===== src/rtl/driver_complex_multiplier.sv =====
`default_nettype none
// ============================================================================
// Module   : driver_complex_multiplier
// Purpose  : Operand initiator and result sink agent for the complex multiplier.
// Revision : 1.0
// ============================================================================
module driver_complex_multiplier #(
    parameter int         DATA_WIDTH      = 8,
    parameter int         NR_TRANS        = 16,
    parameter int         MAX_OUTSTANDING = 4,
    parameter logic [3:0] READY_PATTERN   = 4'b1011,
    parameter int         TIMEOUT         = 64
) (
    input  logic                    clk,
    input  logic                    rstn,
    input  logic                    sw_rst,
    input  logic                    start,
    output logic                    op_val,
    input  logic                    op_ready,
    output logic [4*DATA_WIDTH-1:0] op_data,
    input  logic                    res_val,
    output logic                    res_ready,
    input  logic [4*DATA_WIDTH-1:0] res_data,
    output logic                    busy,
    output logic                    done,
    output logic [7:0]              sent_cnt,
    output logic [7:0]              recv_cnt,
    output logic                    err_unexp,
    output logic                    err_timeout
);

    localparam int         c_TW  = $clog2(TIMEOUT + 1);
    localparam logic [7:0] c_NR  = 8'(NR_TRANS);
    localparam logic [3:0] c_MAX = 4'(MAX_OUTSTANDING);

    typedef enum logic [1:0] {
        S_IDLE  = 2'd0,
        S_SEND  = 2'd1,
        S_DRAIN = 2'd2,
        S_DONE  = 2'd3
    } state_t;

    state_t                  r_state;
    logic                    r_op_val;
    logic [4*DATA_WIDTH-1:0] r_op_data;
    logic                    r_res_ready;
    logic [3:0]              r_pat;
    logic [7:0]              r_sent;
    logic [7:0]              r_recv;
    logic [3:0]              r_outst;
    logic [c_TW-1:0]         r_timer;
    logic                    r_err_unexp;
    logic                    r_err_to;

    logic       w_busy;
    logic       w_op_hs;
    logic       w_res_hs;
    logic       w_unexp;
    logic       w_res_cnt;
    logic [7:0] w_sent_nxt;
    logic [7:0] w_recv_nxt;
    logic [3:0] w_outst_nxt;
    logic       w_tmr_inc;
    logic       w_timeout;

    // Operand i is {i, i+1, i+2, i+3}, each field wrapping at DATA_WIDTH.
    function automatic logic [4*DATA_WIDTH-1:0] f_opd(input logic [7:0] i);
        logic [DATA_WIDTH-1:0] b;
        b = DATA_WIDTH'(i);
        return {b, b + DATA_WIDTH'(1), b + DATA_WIDTH'(2), b + DATA_WIDTH'(3)};
    endfunction

    assign w_busy     = (r_state == S_SEND) || (r_state == S_DRAIN);
    assign w_op_hs    = r_op_val & op_ready;
    assign w_res_hs   = res_val & r_res_ready;
    assign w_unexp    = w_res_hs && (r_outst == 4'd0);
    assign w_res_cnt  = w_res_hs && !w_unexp;
    assign w_sent_nxt = (w_op_hs && r_sent != 8'hFF) ? r_sent + 8'd1 : r_sent;
    assign w_recv_nxt = (w_res_cnt && r_recv != 8'hFF) ? r_recv + 8'd1 : r_recv;
    assign w_outst_nxt = (w_op_hs && !w_res_cnt) ? r_outst + 4'd1 :
                         (!w_op_hs && w_res_cnt) ? r_outst - 4'd1 : r_outst;
    assign w_tmr_inc  = w_busy && !w_res_hs && (r_outst != 4'd0);
    assign w_timeout  = w_tmr_inc && (r_timer == c_TW'(TIMEOUT - 1));

    always_ff @(posedge clk or negedge rstn) begin
        if (!rstn) begin
            r_state     <= S_IDLE;
            r_op_val    <= 1'b0;
            r_op_data   <= '0;
            r_res_ready <= 1'b0;
            r_pat       <= READY_PATTERN;
            r_sent      <= 8'd0;
            r_recv      <= 8'd0;
            r_outst     <= 4'd0;
            r_timer     <= '0;
            r_err_unexp <= 1'b0;
            r_err_to    <= 1'b0;
        end else if (sw_rst) begin
            r_state     <= S_IDLE;
            r_op_val    <= 1'b0;
            r_op_data   <= '0;
            r_res_ready <= 1'b0;
            r_pat       <= READY_PATTERN;
            r_sent      <= 8'd0;
            r_recv      <= 8'd0;
            r_outst     <= 4'd0;
            r_timer     <= '0;
            r_err_unexp <= 1'b0;
            r_err_to    <= 1'b0;
        end else begin
            case (r_state)
                S_IDLE, S_DONE: begin
                    if (start) begin
                        // Fresh run: bit 0 of the pattern drives the first SEND cycle.
                        r_state     <= S_SEND;
                        r_op_val    <= 1'b1;
                        r_op_data   <= f_opd(8'd0);
                        r_res_ready <= READY_PATTERN[0];
                        r_pat       <= {READY_PATTERN[0], READY_PATTERN[3:1]};
                        r_sent      <= 8'd0;
                        r_recv      <= 8'd0;
                        r_outst     <= 4'd0;
                        r_timer     <= '0;
                        r_err_unexp <= 1'b0;
                        r_err_to    <= 1'b0;
                    end
                end
                default: begin
                    r_sent      <= w_sent_nxt;
                    r_recv      <= w_recv_nxt;
                    r_outst     <= w_outst_nxt;
                    r_timer     <= w_tmr_inc ? r_timer + c_TW'(1) : '0;
                    r_pat       <= {r_pat[0], r_pat[3:1]};
                    r_res_ready <= r_pat[0];
                    if (w_unexp) begin
                        r_err_unexp <= 1'b1;
                    end
                    if (w_op_hs) begin
                        r_op_data <= f_opd(w_sent_nxt);
                    end
                    if (w_timeout) begin
                        r_err_to    <= 1'b1;
                        r_state     <= S_DONE;
                        r_op_val    <= 1'b0;
                        r_res_ready <= 1'b0;
                    end else if (r_state == S_SEND && w_op_hs && w_sent_nxt == c_NR) begin
                        r_state  <= S_DRAIN;
                        r_op_val <= 1'b0;
                    end else if (r_state == S_DRAIN && w_recv_nxt == c_NR) begin
                        r_state     <= S_DONE;
                        r_res_ready <= 1'b0;
                    end else begin
                        // A pending operand is never withdrawn, only new ones are gated.
                        r_op_val <= (r_state == S_SEND) &&
                                    ((r_op_val && !op_ready) ||
                                     (w_sent_nxt < c_NR && w_outst_nxt < c_MAX));
                    end
                end
            endcase
        end
    end

    assign op_val      = r_op_val;
    assign op_data     = r_op_data;
    assign res_ready   = r_res_ready;
    assign busy        = w_busy;
    assign done        = (r_state == S_DONE);
    assign sent_cnt    = r_sent;
    assign recv_cnt    = r_recv;
    assign err_unexp   = r_err_unexp;
    assign err_timeout = r_err_to;

    logic w_unused;
    assign w_unused = ^res_data;

endmodule
`default_nettype wire


===== config.mk =====
export PLATFORM = sky130hd
export DESIGN_NAME = driver_complex_multiplier
export DESIGN_NICKNAME = d
export VERILOG_FILES = /design/src/rtl/driver_complex_multiplier.sv
export SDC_FILE = /design/constraint.sdc
export NUM_CORES = 1
export LEC_CHECK = 0
export ABC_CLOCK_PERIOD_IN_PS = 2450
export BUFFER_PORTS_ARGS = -buffer_cell sky130_fd_sc_hd__buf_2
export CAP_MARGIN = 0
export CORE_MARGIN = 5
export CORE_UTILIZATION = 49
export CTS_BUF_LIST = sky130_fd_sc_hd__clkbuf_16
export DETAILED_ROUTE_END_ITERATION = 8
export PLACE_DENSITY = 0.77
export RECOVER_POWER = 50
export SLEW_MARGIN = 40
export SYNTH_ARGS = -nofsm -noshare
export SYNTH_HDL_FRONTEND = slang
export SYNTH_SLANG_ARGS = --single-unit
export TNS_END_PERCENT = 50

===== constraint.sdc =====
create_clock -name clk -period 2.45 [get_ports clk]
set_input_delay 0.3675 -clock clk [delete_from_list [all_inputs] [get_ports clk]]
set_output_delay 0.3675 -clock clk [all_outputs]
set_load 0.01 [all_outputs]

==> results.md <==
* CTS buffer count at 9
* Via/cell ratio at roughly 5.7
* Drt first pass iters at 4
* Post-synth top flop: dfrtp_1
* Final net count at 569
* WL per Instance at between 15 and 20 um
* Max_cap viols at 0
* Setup repair after global routing missed its margin: yes
* DR iter-0 viols at 139
* PnR worst setup slack at -9.39 ps
* Crit path max-delay family: compound AO/OA/AOI/OAI gates
* CP bufs+invs at 1
* ANT nets after route at 0
* Final period util at 1.00
* # DRC at 0
* Syn avg cell area at between 8 and 9 um2
* Crit path max fanout at 5
* VDD IR max at 0.000383 V
* Fraction of layout cells with a size suffix above 1 at 0.270
* Global route overflow at 0
* Count of cell types in the netlist at 66
* FF-to-FF setup slack at -9 ps
* Commonest cells after routing, fill and taps aside: 62 x nand2_1, 62 x dfrtp_1, 58 x o21ai_0
* Setup_tns at -9.39 ps
* I/O pin total at 92
* H-tree levels at 3
* IO Port Bufs at a little under 60
* R2r worst-path depth at 8
* Worst setup path start: r_outst[0]$_DFFE_PN0P_
* Antenna diodes at 0
* P_leak at around 2.2 nW
* Core box area at ~0.0077 mm2
* GPL Wtd Cong at 0.937
* Post-synth EDFFs at 0
* Status: finished, violations left
* Clock buffer depth at 2
* Type of origin of the critical path: flop
* Reg-to-reg startpoint: r_outst[0]$_DFFE_PN0P_
* Failing checks: setup timing
* Worst min path class: input port to flop
* FF+latch count, synth at 67
* Register area share after synthesis at 0.432
* Max-slew violation count at 0
* First-pass GRT wire length at about 17 mm
* Critical-path top delay cell: or3b_4
* WP data arrival at 2690 ps
* Vias at between 3,000 and 4,000
* Layout Skew at 7.22 ps
* Synth-to-Final Area Change at 27.7%
* Skew-Pair Late Insertion Delay at roughly 330 ps
* GRT Total Usage at 0.209
* Worst R2R End: op_val$_DFFE_PN0P_
* Vias in the first global route at between 3,000 and 4,000
* Mapped Cells at 434
* Mapped Area at roughly 0.0039 mm2
* FFs w/ async S/R, synth at 1.00
* Post-DP HPWL at 7.04 mm
* Slew HR at 0.0318
* Die W at ~100 um
* Pwr/cell area at about 600 mW/mm2
* Hold Vio Cnt, Final at 0
* CTS Root Cell: clkbuf_16
* Critical Path Max Stage Delay at between 400 and 500 ps
* Syn_nets at 485
* Initial Util at 0.503
* Period minus WS final at around 2500 ps
* Clock sinks at 67
* CTS tree: yes
* Row count at 32
* Worst Setup EP: op_val$_DFFE_PN0P_
* Endpoint type of the worst setup path: flop
* Initial antenna violation count at 0
* Slew @ Worst Pin at 1450 ps
* Vert. Die Dim at around 99 um
* CP Depth at 8
* Cts hold-fix bufs at 0
* Largest net degree at the start of global routing at between 40 and 50
* Die footprint at 0.00982 mm2
* Synthesis warning total at 0
* Setup CP Type: flop to flop
* CP Cell Sequence: inv_1 -> ha_2 -> or3b_4 -> a211o_1 -> a21oi_1 -> o2111ai_2 -> or3_4 -> a311oi_2
* Final setup fails at 1
* Max Freq at 407 MHz
* WL final at 10.4 mm
* Worst EP required at 2680 ps
* FILL cells at around 650
* Clock slew at reported path FFs at 60 ps
* Total Power at between 2 and 3 mW
-- metrics by stage --
stage	utilization	hold WS [ps]	cells	instance area [um2]	worst slack [ps]
2_1_floorplan	-	71.9	434	3920	1.63
3_3_place_gp	0.580	415	603	4480	-10.8
3_5_place_dp	0.580	423	603	4480	-87.5
4_1_cts	0.625	69.0	619	4830	-42.5
5_1_grt	0.643	350	625	4970	-106
6_report	0.643	341	625	4970	-9.39
-- power by group --
part           internal (mW)  leakage, nW  switching [mW]  total (mW)
Clock                  0.991        0.167           0.483        1.47
Combinational          0.130         1.13           0.218       0.348
Sequential              1.13        0.911          0.0232        1.16
Total                   2.25         2.21           0.724        2.98
-- registers in the layout, summed over array words and instances (netlist names) --
signal,count
err_unexp,1
r_outst,4
r_timer,7
sent_cnt,8
recv_cnt,8
r_pat,4
op_data,30
r_state,2
res_ready,1
op_val,1
err_timeout,1
-- per-layer routing --
layer  track usage  up-vias  part of all wire
met3        0.0442       18             0.052
met1         0.266     1756              0.43
met4        0.0588        0             0.015
li1              -     1702                 -
met2         0.361       97              0.50
met5             0        -                 0
-- cell usage after synthesis, types with 3 or more instances --
cell type / count / area, um2
ha_1: 13 / 163
a22o_1: 6 / 52.6
a21oi_1: 18 / 90.1
a311oi_1: 4 / 35.0
nor3_1: 4 / 20.0
clkbuf_1: 13 / 48.8
nand4_1: 7 / 43.8
nand3_1: 7 / 35.0
and3_2: 3 / 22.5
o21ai_1: 3 / 15.0
inv_1: 16 / 60.1
nand2b_1: 6 / 37.5
xor2_1: 14 / 123
nor2_1: 33 / 124
dfrtp_1: 64 / 1600
dfstp_2: 3 / 78.8
a31oi_1: 5 / 31.3
xnor2_1: 11 / 96.3
nor4_1: 5 / 31.3
o22a_1: 3 / 26.3
nand2_1: 64 / 240
o21ai_0: 59 / 295
buf_2: 7 / 35.0
a211oi_1: 4 / 30.0
and3_1: 5 / 31.3
clkbuf_8: 3 / 41.3
mux2i_1: 5 / 50.1
-- cell type report --
cell class / count / area, um2 / area share
clock buffers: 9 / 225 / 0.0454
repair buffers: 101 / 596 / 0.120
well taps: 102 / 128 / 0.0257
clock inverters: 7 / 116 / 0.0234
flip-flops and latches: 67 / 1680 / 0.339
multi-input cells: 323 / 2160 / 0.435
inverters: 16 / 60.1 / 0.0121
-- cell families after synthesis --
kind of cell	count (synthesis)	share of synthesized area
xor+xnor	25	0.0563
compound gates	122	0.196
buf+inv	44	0.0582
mux	6	0.0158
flops	67	0.432
fa+ha+maj	13	0.0418
simple gates	157	0.200
-- worst register-to-register path, cell delays in order, from the launching register on --
cell and delay, ps:
dfrtp_1 380, inv_1 60, ha_2 180, or3b_4 420, a211o_1 270, a21oi_1 170
o2111ai_2 180, or3_4 420, a311oi_2 280
-- repair_timing --
action / in CTS / in global routing
buffers inserted: 0 / 6
resized for setup: 4 / 28
setup endpoints to repair: 5 / 22
pin swaps: 0 / 4
-- how the worst min path moves through the flow --
stage	depth (start not counted)	endpoint	start	slack, ps
6_report	2	r_pat[1]$_DFFE_PN1P_	start	340
5_1_grt	2	r_pat[1]$_DFFE_PN1P_	start	350
4_1_cts	1	op_data[25]$_DFFE_PN0P_	rstn	70
3_5_place_dp	1	op_data[25]$_DFFE_PN0P_	rstn	420
3_3_place_gp	1	op_data[28]$_DFFE_PN0P_	rstn	410
2_1_floorplan	0	err_timeout$_DFFE_PN0P_	rstn	70
Power figures use the tool's default switching activity.
